**config.mk**
```make
export PLATFORM = sky130hd
export DESIGN_NAME = mux4_rr_arbiter_flat
export DESIGN_NICKNAME = d
export VERILOG_FILES = /design/src/rtl/mux4_rr_arbiter_if.sv /design/src/rtl/mux4_rr_arbiter.sv /design/src/flat_wrapper.sv
export SDC_FILE = /design/constraint.sdc
export NUM_CORES = 1
export LEC_CHECK = 0
export ABC_AREA = 1
export BUFFER_PORTS_ARGS = -buffer_cell sky130_fd_sc_hd__buf_2
export CAP_MARGIN = 20
export CORE_MARGIN = 1
export CORE_UTILIZATION = 25
export CTS_CLUSTER_SIZE = 12
export DETAILED_ROUTE_END_ITERATION = 7
export SLEW_MARGIN = 20
export SYNTH_ARGS = -nofsm -noshare
export SYNTH_HDL_FRONTEND = slang
export SYNTH_SLANG_ARGS = --single-unit
```
**constraint.sdc**
```tcl
create_clock -name clk -period 8.8 [get_ports clk]
set_input_delay 2.64 -clock clk [delete_from_list [all_inputs] [get_ports clk]]
set_output_delay 2.64 -clock clk [all_outputs]
set_load 0.05 [all_outputs]
```
**src/rtl/mux4_rr_arbiter_if.sv**
```systemverilog
// Handshake bundle for mux4_rr_arbiter: four producer channels in, one consumer channel out.
// slave is the arbiter's view; master is the producer/consumer side.
interface mux4_rr_arbiter_if #(
    parameter int DATA_SIZE = 8
);
    logic [4*DATA_SIZE-1:0] in_data;
    logic [3:0]             in_valid;
    logic [3:0]             in_last;
    logic [3:0]             in_ready;
    logic [DATA_SIZE-1:0]   out_data;
    logic                   out_valid;
    logic                   out_ready;
    logic [1:0]             sel;
    logic                   grant_valid;

    modport slave (
        input  in_data, in_valid, in_last, out_ready,
        output in_ready, out_data, out_valid, sel, grant_valid
    );

    modport master (
        output in_data, in_valid, in_last, out_ready,
        input  in_ready, out_data, out_valid, sel, grant_valid
    );
endinterface

```
**src/rtl/mux4_rr_arbiter.sv**
```systemverilog
// Round-robin arbiter over a shared 4:1 datapath mux with a one-entry registered output stage.
// Define MUX4_RR_ARBITER_BURST_LOCK_EN to hold the grant on one channel until its in_last transfer.
module mux4 #(
    parameter int DATA_SIZE = 8
) (
    input  logic [4*DATA_SIZE-1:0] data_i,
    input  logic [1:0]             sel_i,
    output logic [DATA_SIZE-1:0]   data_o
);
    always_comb begin
        case (sel_i)
            2'd0:    data_o = data_i[0*DATA_SIZE +: DATA_SIZE];
            2'd1:    data_o = data_i[1*DATA_SIZE +: DATA_SIZE];
            2'd2:    data_o = data_i[2*DATA_SIZE +: DATA_SIZE];
            default: data_o = data_i[3*DATA_SIZE +: DATA_SIZE];
        endcase
    end
endmodule

module mux4_rr_arbiter #(
    parameter int DATA_SIZE = 8
) (
    input  logic                clk,
    input  logic                reset,
    mux4_rr_arbiter_if.slave    bus
);
    logic [1:0]           rr_ptr_q, rr_ptr_d;
    logic                 out_valid_q, out_valid_d;
    logic [DATA_SIZE-1:0] out_data_q, out_data_d;
    logic [DATA_SIZE-1:0] mux_data;
    logic [1:0]           scan_idx, cand;
    logic                 scan_found;
    logic [1:0]           sel_w;
    logic                 req_w;
    logic                 grant_valid_w;
    logic                 load;

`ifdef MUX4_RR_ARBITER_BURST_LOCK_EN
    logic                 lock_q, lock_d;
    logic [1:0]           lock_idx_q, lock_idx_d;
`else
    logic                 unused_in_last;
    assign unused_in_last = ^bus.in_last;
`endif

    // NOTE: every always_comb output gets a default first, so no path leaves it unassigned (no latch).
    always_comb begin
        scan_idx   = rr_ptr_q;
        scan_found = 1'b0;
        cand       = '0;
        for (int k = 0; k < 4; k++) begin
            cand = rr_ptr_q + 2'(k);
            if (!scan_found && bus.in_valid[cand]) begin
                scan_idx   = cand;
                scan_found = 1'b1;
            end
        end
    end

    always_comb begin
        sel_w = scan_idx;
        req_w = scan_found;
`ifdef MUX4_RR_ARBITER_BURST_LOCK_EN
        if (lock_q) begin
            sel_w = lock_idx_q;
            req_w = bus.in_valid[lock_idx_q];
        end
`endif
    end

    // A draining full stage may reload in the same cycle, hence the out_ready -> in_ready path.
    assign grant_valid_w = req_w && !reset;
    assign load          = grant_valid_w && (!out_valid_q || bus.out_ready);

    mux4 #(.DATA_SIZE(DATA_SIZE)) u_mux4 (
        .data_i (bus.in_data),
        .sel_i  (sel_w),
        .data_o (mux_data)
    );

    always_comb begin
        rr_ptr_d    = rr_ptr_q;
        out_valid_d = out_valid_q;
        out_data_d  = out_data_q;
`ifdef MUX4_RR_ARBITER_BURST_LOCK_EN
        lock_d      = lock_q;
        lock_idx_d  = lock_idx_q;
`endif
        if (load) begin
            out_valid_d = 1'b1;
            out_data_d  = mux_data;
`ifdef MUX4_RR_ARBITER_BURST_LOCK_EN
            if (lock_q) begin
                if (bus.in_last[sel_w]) begin
                    lock_d   = 1'b0;
                    rr_ptr_d = lock_idx_q + 2'd1;
                end
            end else begin
                rr_ptr_d = sel_w + 2'd1;
                if (!bus.in_last[sel_w]) begin
                    lock_d     = 1'b1;
                    lock_idx_d = sel_w;
                end
            end
`else
            rr_ptr_d = sel_w + 2'd1;
`endif
        end else if (bus.out_ready) begin
            out_valid_d = 1'b0;
        end
    end

    // NOTE: sequential state uses non-blocking assignments so all registers update together.
    always_ff @(posedge clk) begin
        if (reset) begin
            rr_ptr_q    <= '0;
            out_valid_q <= 1'b0;
            out_data_q  <= '0;
`ifdef MUX4_RR_ARBITER_BURST_LOCK_EN
            lock_q      <= 1'b0;
            lock_idx_q  <= '0;
`endif
        end else begin
            rr_ptr_q    <= rr_ptr_d;
            out_valid_q <= out_valid_d;
            out_data_q  <= out_data_d;
`ifdef MUX4_RR_ARBITER_BURST_LOCK_EN
            lock_q      <= lock_d;
            lock_idx_q  <= lock_idx_d;
`endif
        end
    end

    assign bus.in_ready    = load ? (4'b0001 << sel_w) : 4'b0000;
    assign bus.sel         = sel_w;
    assign bus.grant_valid = grant_valid_w;
    assign bus.out_valid   = out_valid_q;
    assign bus.out_data    = out_data_q;
endmodule

```
**src/flat_wrapper.sv**
```systemverilog
// flat-port wrapper written by rule: the top's interface ports become plain ports
module mux4_rr_arbiter_flat 
#(
    parameter int DATA_SIZE = 8
)
  (clk, reset, bus_in_data, bus_in_valid, bus_in_last, bus_out_ready, bus_in_ready, bus_out_data, bus_out_valid, bus_sel, bus_grant_valid);
  mux4_rr_arbiter_if #(.DATA_SIZE(DATA_SIZE)) bus_i ();
  input  logic clk;
  input  logic reset;
  input wire logic [$bits(bus_i.in_data)-1:0] bus_in_data;
  input wire logic [$bits(bus_i.in_valid)-1:0] bus_in_valid;
  input wire logic [$bits(bus_i.in_last)-1:0] bus_in_last;
  input wire logic [$bits(bus_i.out_ready)-1:0] bus_out_ready;
  output wire logic [$bits(bus_i.in_ready)-1:0] bus_in_ready;
  output wire logic [$bits(bus_i.out_data)-1:0] bus_out_data;
  output wire logic [$bits(bus_i.out_valid)-1:0] bus_out_valid;
  output wire logic [$bits(bus_i.sel)-1:0] bus_sel;
  output wire logic [$bits(bus_i.grant_valid)-1:0] bus_grant_valid;
  assign bus_i.in_data = bus_in_data;
  assign bus_i.in_valid = bus_in_valid;
  assign bus_i.in_last = bus_in_last;
  assign bus_i.out_ready = bus_out_ready;
  assign bus_in_ready = bus_i.in_ready;
  assign bus_out_data = bus_i.out_data;
  assign bus_out_valid = bus_i.out_valid;
  assign bus_sel = bus_i.sel;
  assign bus_grant_valid = bus_i.grant_valid;
  mux4_rr_arbiter #(.DATA_SIZE(DATA_SIZE)) u_core (.clk(clk), .reset(reset), .bus(bus_i));
endmodule
```
## Word-level counts from Yosys, hierarchy flattened

Index checks and enable logic that the tools add are counted.

- Register bits: 11
- Logic and storage cells: 46
- Output and inout bits: 16

- Muxes and demuxes: 19
- Reduce and logical (&&, ||, !) cells: 13
- Shifts and indexed selects: 1
- $lt $le $gt $ge: 4
- Eq/ne operators: 2
- Add/subtract/negate cells: 4

Operator list:

| operator | count |
|---|---|
| 8-bit one-hot mux with 3 select lines | 1 |
| 2-bit by 3-bit < comparator with 1-bit output (second input constant) | 4 |
| 1-bit two-way mux | 10 |
| 1-bit binary-select mux with 2-bit select | 4 |
| 2-bit two-way mux | 3 |
| 1-bit logical AND | 5 |
| 1-bit logical NOT | 5 |
| 2-bit by 1-bit adder with 2-bit output (second input constant) | 2 |
| 2-bit adder (second input constant) | 2 |
| 4-bit two-way mux | 1 |
| 1-bit by 2-bit << shifter with 4-bit output (first input constant) | 1 |
| 2-bit by 1-bit equality test with 1-bit output (second input constant) | 1 |
| 2-bit equality test (second input constant) | 1 |
| 2-bit logical NOT | 1 |
| 2-bit nonzero test | 1 |
| 1-bit logical OR | 1 |

## Longest topological paths before layout

- Depth after elaboration: 15
- Mapped depth: 21
- Gate-level depth less buffers: 19

## Modules after synthesis

A second synthesis with hierarchy kept.

- Cell total of the unflattened synthesis: 197
- Area total of the unflattened synthesis: 1217.4 µm²

Modules (own cells, without submodules):

| module | area each (µm²) | cells an instance | times used |
|---|---|---|---|
| mux4_rr_arbiter | 953.4 | 150 | 1 |
| mux4 | 264.0 | 47 | 1 |

## Worst setup path before layout

Ideal clock, no wire load.

- Path type: input-to-output
- From: input bus_in_valid[2]
- To: output bus_in_ready[2]
- Data arrival time: 4.861 ns
- Data required time: 6.160 ns
- Path slack: 1.299 ns
- Buffers on the path: 1
- Cell stages on the path: 15
- Cell sequence: inv_1 > nand2_1 > nand2_1 > nand2_1 > nand2_1 > inv_1 > nand2_1 > nand3_1 > nand2_1 > nand2_1 > nand2_1 > ha_1 > clkbuf_1 > inv_1 > nor2_1

- Elaborated cells on any way between the ends: 25
- Classes of those cells: shift: 1; mux: 16; reduce/logical: 8

RTL lines:

| what | RTL line | RTL |
|---|---|---|
| start: declaration | flat_wrapper.sv:11 | `input wire logic [$bits(bus_i.in_valid)-1:0] bus_in_valid;` |
| 1-bit binary-select mux with 2-bit select | mux4_rr_arbiter.sv:53 | `if (!scan_found && bus.in_valid[cand]) begin` |
| 1-bit two-way mux (not written as such) | mux4_rr_arbiter.sv:53 |  |
| 1-bit two-way mux | mux4_rr_arbiter.sv:53 |  |
| 1-bit logical NOT | mux4_rr_arbiter.sv:53 |  |
| 1-bit logical AND | mux4_rr_arbiter.sv:53 |  |
| 1-bit two-way mux | mux4_rr_arbiter.sv:53 |  |
| 1-bit logical NOT | mux4_rr_arbiter.sv:53 |  |
| 1-bit logical AND | mux4_rr_arbiter.sv:53 |  |
| 1-bit two-way mux | mux4_rr_arbiter.sv:53 |  |
| 1-bit logical NOT | mux4_rr_arbiter.sv:53 |  |
| 1-bit logical AND | mux4_rr_arbiter.sv:53 |  |
| 2-bit two-way mux (*) | mux4_rr_arbiter.sv:53 |  |
| via bus_sel[1] | flat_wrapper.sv:17 | `output wire logic [$bits(bus_i.sel)-1:0] bus_sel;` |
| 1-bit by 2-bit << shifter with 4-bit output (*) | mux4_rr_arbiter.sv:134 | `assign bus.in_ready = load ? (4'b0001 << sel_w) : 4'b0000;` |
| 4-bit two-way mux (*) | mux4_rr_arbiter.sv:134 |  |
| end: declaration | flat_wrapper.sv:14 | `output wire logic [$bits(bus_i.in_ready)-1:0] bus_in_ready;` |

Mark *: on every way through the listed nets, which the timed path passes. The rest lies on a longest branch. The select of a mux whose other input is x is not followed.

## Worst setup path after layout

- From: input bus_in_valid[2]
- To: output bus_in_ready[1]

- Longest elaborated chain between the ends: 15
- Elaborated cells on any way between the ends: 25
- Classes of those cells: shift: 1; mux: 16; reduce/logical: 8

RTL lines:

| what | RTL line | RTL |
|---|---|---|
| 1-bit binary-select mux with 2-bit select | mux4_rr_arbiter.sv:53 |  |
| 1-bit two-way mux (not written as such) | mux4_rr_arbiter.sv:53 |  |
| 1-bit two-way mux | mux4_rr_arbiter.sv:53 |  |
| 1-bit logical NOT | mux4_rr_arbiter.sv:53 |  |
| 1-bit logical AND | mux4_rr_arbiter.sv:53 |  |
| 1-bit two-way mux | mux4_rr_arbiter.sv:53 |  |
| 1-bit logical NOT | mux4_rr_arbiter.sv:53 |  |
| 1-bit logical AND | mux4_rr_arbiter.sv:53 |  |
| 1-bit two-way mux | mux4_rr_arbiter.sv:53 |  |
| 1-bit logical NOT | mux4_rr_arbiter.sv:53 |  |
| 1-bit logical AND | mux4_rr_arbiter.sv:53 |  |
| 1-bit two-way mux | mux4_rr_arbiter.sv:53 |  |
| 1-bit logical AND | mux4_rr_arbiter.sv:72 | `assign grant_valid_w = req_w && !reset;` |
| 1-bit logical AND | mux4_rr_arbiter.sv:73 | `assign load = grant_valid_w && (!out_valid_q \|\| bus.out_ready);` |
| 4-bit two-way mux (*) | mux4_rr_arbiter.sv:134 |  |

Mark *: on every way between the ends. The rest lies on a longest branch, timed or not. The select of a mux whose other input is x is not followed.

==> run summary <==
The flow ran to the end, but the final reports show violations. The checks that failed: design-rule violations. The number of cells on the critical path came out at 16. The upper clock frequency limit is 0.139 GHz. Routability-driven placement finished with a final weighted congestion of 0.792. The overall power after layout is 668 uW.

Traced cell by cell, the critical path runs through buf_2 > inv_1 > nand2_1 > nand2_1 > nand2_1 > nand2_1 > inv_1 > nand2_1 > nand2_1 > nand2_1 > nand2_1 > o21ai_0 > ha_1 > inv_1 > nor2_1 > buf_2. The standby leakage power came out at 0.869 nW. Setup repair after global routing left no endpoint under its margin.

The clock latency of the later-clocked register in the worst-skew pair is 0.24 ns. The largest stage delay on the critical path is 0.41 ns. The detailed-route wire length on metal 1 came out at 1390 um. The library cells used most frequently in the layout, excluding fill and tap cells, are nand2_1 (76), buf_2 (54), inv_1 (29), nand4_1 (17), o21ai_0 (12). The synthesized net count came out at 253. Excluding fillers, the count of instances in the completed layout stands at 305. The total of fill cells in the finished design is 513. In this run the tool buffered the top-level ports with 54 buffer cells. For this block, the initial DRC count from the detailed router was 67. The residual antenna-violating net count after detailed routing is 0. In the detailed route, the total length drawn on met3 is 151 um.

The placed instances occupy a cell area of 1440 um^2. The share of cells above drive strength 1 is 32.8%. The routed length on met2 came out at 1420 um. The final design utilization is 33.5%. The final count of hold timing violations is 0. The repair_antennas step left the layout with diodes totalling 0. The width of the die came out at 70.6 um. The via count of the routed design came out at 1336.

Leaving out fill and tap cells, the most frequent cell in the layout is nand2_1. In this run the power density over the cells is 449 nW/um^2. The number of nets in the finished design is 302. The setup TNS after final layout came out at 0 ns. In this run the worst hold path is classified as flip-flop to flip-flop. TritonCTS created 3 clock buffers. Headroom to the max-slew limit came out at 58.9%. The starting utilization of the core area came out at 26.4%.

The detailed placer's ending HPWL is 2360 um. The final critical-path share of the clock period is 81.6%. The final instance area came out at 1490 um^2. The first detailed-routing pass took 6 iterations.

On the critical path, the stage with the largest delay is an instance of ha_1. The logic depth of the worst register-to-register path is 18. The number of buffers and inverters on the critical path is 5. The capturing element type of the critical path is an output pin. The sequential cell area fraction in the yosys report came out at 18.7%. The area enclosed by the die boundary is 4980 um^2. The setup slack of the critical path after layout came out at 1.62 ns. The floorplan step set the die height to 70.6 um. The number of pins with negative max-slew slack in the final report came to 0. The pin count of the biggest net entering global routing is 22.

The overall track demand over capacity in global routing came out at 12.7%. CTS built an H-tree with a depth of 1. In the routed design, unresolved DRC markers number 2. The number of gates resized after cts is 0. At the pin with the least slew margin, the transition time is 0.616 ns.

The area overhead of the layout relative to synthesis came out at 26.6%. The region available for standard cell placement spans 4440 um^2. The I/O pin count came out at 59.

The setup skew after layout is 0.00644 ns. Data on the critical path is required at its endpoint by 6.16 ns. The via count normalized by instance count came out at 4.38.

The largest buffer count on any clock path is 2. The number of antenna violations at the first check in global routing came out at 0. The worst-case IR drop observed on VDD is 0.000280 V. The number of setup buffers added after CTS came out at 0. The global-route wire length before repair is 5170 um. The cell total after placement is 301. Clock tree synthesis found a total of 11 sinks.

The tightest hold path in the finished design has a slack of 0.508 ns. The worst setup path is launched from an input port. The CTS clock-pin slew for the worst setup and hold paths is 0.05 ns. The worst hold path passes through 4 cells. After clock tree synthesis, the flow added hold-fix buffers numbering 0. Of all nets on the critical path, the largest fanout is 9. The remaining global-route overflow came out at 0.

The root buffer cell chosen for the clock tree is clkbuf_8. The max-cap violation count is 0. Counting distinct cell types in the post-synthesis netlist gives 23. The warning count from the yosys run came out at 0. The cell count after synthesis came out at 205. The final critical path time including I/O delays and setup is 7.18 ns. The average instance in the mapped netlist occupies 5.73 um^2. After detailed routing, the total wire length is 2980 um. The number of global-route vias before repair came out at 1221. By instance count, the cell type seen most on the critical path is nand2_1. The cell class contributing the biggest share of worst-path delay is simple AND/OR/NAND/NOR gates.

The post-synthesis sequential element count came out at 11. The mapped cell area is 1170 um^2. The critical path is of the input port to output pin type. TritonCTS built the clock tree.

The average wire per cell in the routed design came out at 9.76 um. The setup slack after placement came out at 1.62 ns. The data arrival time of the critical path is 4.54 ns. The highest metal layer used by the detailed router is met4. In this run the core area contains 24 standard-cell rows. Setup violations remaining at the end of the flow were counted as 0.
cell type report:
cell class | count | area (um^2) | share of cell area (%)
multi-input cells | 148 | 749 | 50.4
clock buffers | 4 | 45.0 | 3.03
inverters | 36 | 138 | 9.25
well taps | 52 | 65.1 | 4.37
repair buffers | 54 | 270 | 18.2
flip-flops and latches | 11 | 220 | 14.8
flip-flops by register name, indices dropped and copies added, names as in the netlist:
signal and flops:
u_core.bus.out_data 8, u_core.rr_ptr_q 2, u_core.bus.out_valid 1
where the power goes:
group | switching, mW | internal, mW | total [mW]
sequential | 0.0182 | 0.0682 | 0.0864
clock | 0.0197 | 0.0319 | 0.0516
combinational | 0.374 | 0.155 | 0.530
total | 0.412 | 0.255 | 0.668
worst min-delay path: cells and delay by family (launching register included):
kind                   cells  cell delay [ns]
AND/OR/NAND/NOR            2             0.07
buffers and inverters      2             0.09
flip-flops                 1             0.30
Yosys cell counts:
library cell	number	area share [%]
nand2_1	76	24
inv_1	29	9.3
nand4_1	17	9.1
o21ai_0	12	5.1
dfxtp_1	11	19
nand2_2	11	5.9
nor2_1	10	3.2
nand3_1	7	3.0
ha_1	5	5.3
inv_2	5	1.6
clkbuf_1	4	1.3
nand3_2	3	2.6
nor2_2	3	1.6
buf_1	2	0.64
buf_6	2	1.9
buf_4	1	0.64
buf_8	1	1.3
clkinv_1	1	0.32
inv_4	1	0.53
nand2_4	1	0.96
nand3_4	1	1.5
nor2_4	1	0.96
o21ai_1	1	0.43
layer usage:
metal | vias up | GRT usage [%]
met5 | - | 0
met4 | 0 | 3.33
met3 | 3 | 1.85
met2 | 36 | 21.8
met1 | 570 | 16.7
li1 | 727 | -
final timing paths:
check | startpoint | endpoint | slack (ns)
max | bus_in_valid[2] | bus_in_ready[1] | 1.62
max reg2reg | u_core.rr_ptr_q[0]$_SDFFE_PP0P_ | u_core.bus.out_data[0]$_SDFFE_PP0P_ | 5.96
min | u_core.bus.out_data[5]$_SDFFE_PP0P_ | u_core.bus.out_data[5]$_SDFFE_PP0P_ | 0.51
min reg2reg | u_core.bus.out_data[5]$_SDFFE_PP0P_ | u_core.bus.out_data[5]$_SDFFE_PP0P_ | 0.51
kinds of logic (layout without fill, tap and decap cells):
family,after synthesis,count (layout),share of synthesized area (%)
buffers and inverters,46,94,17.5
AOI/OAI and AO/OA,13,13,5.54
adders and majority gates,5,5,5.32
DFF,11,11,18.7
and+or+nand+nor,130,130,52.9
Note: power is estimated with default switching activity, not from simulation.
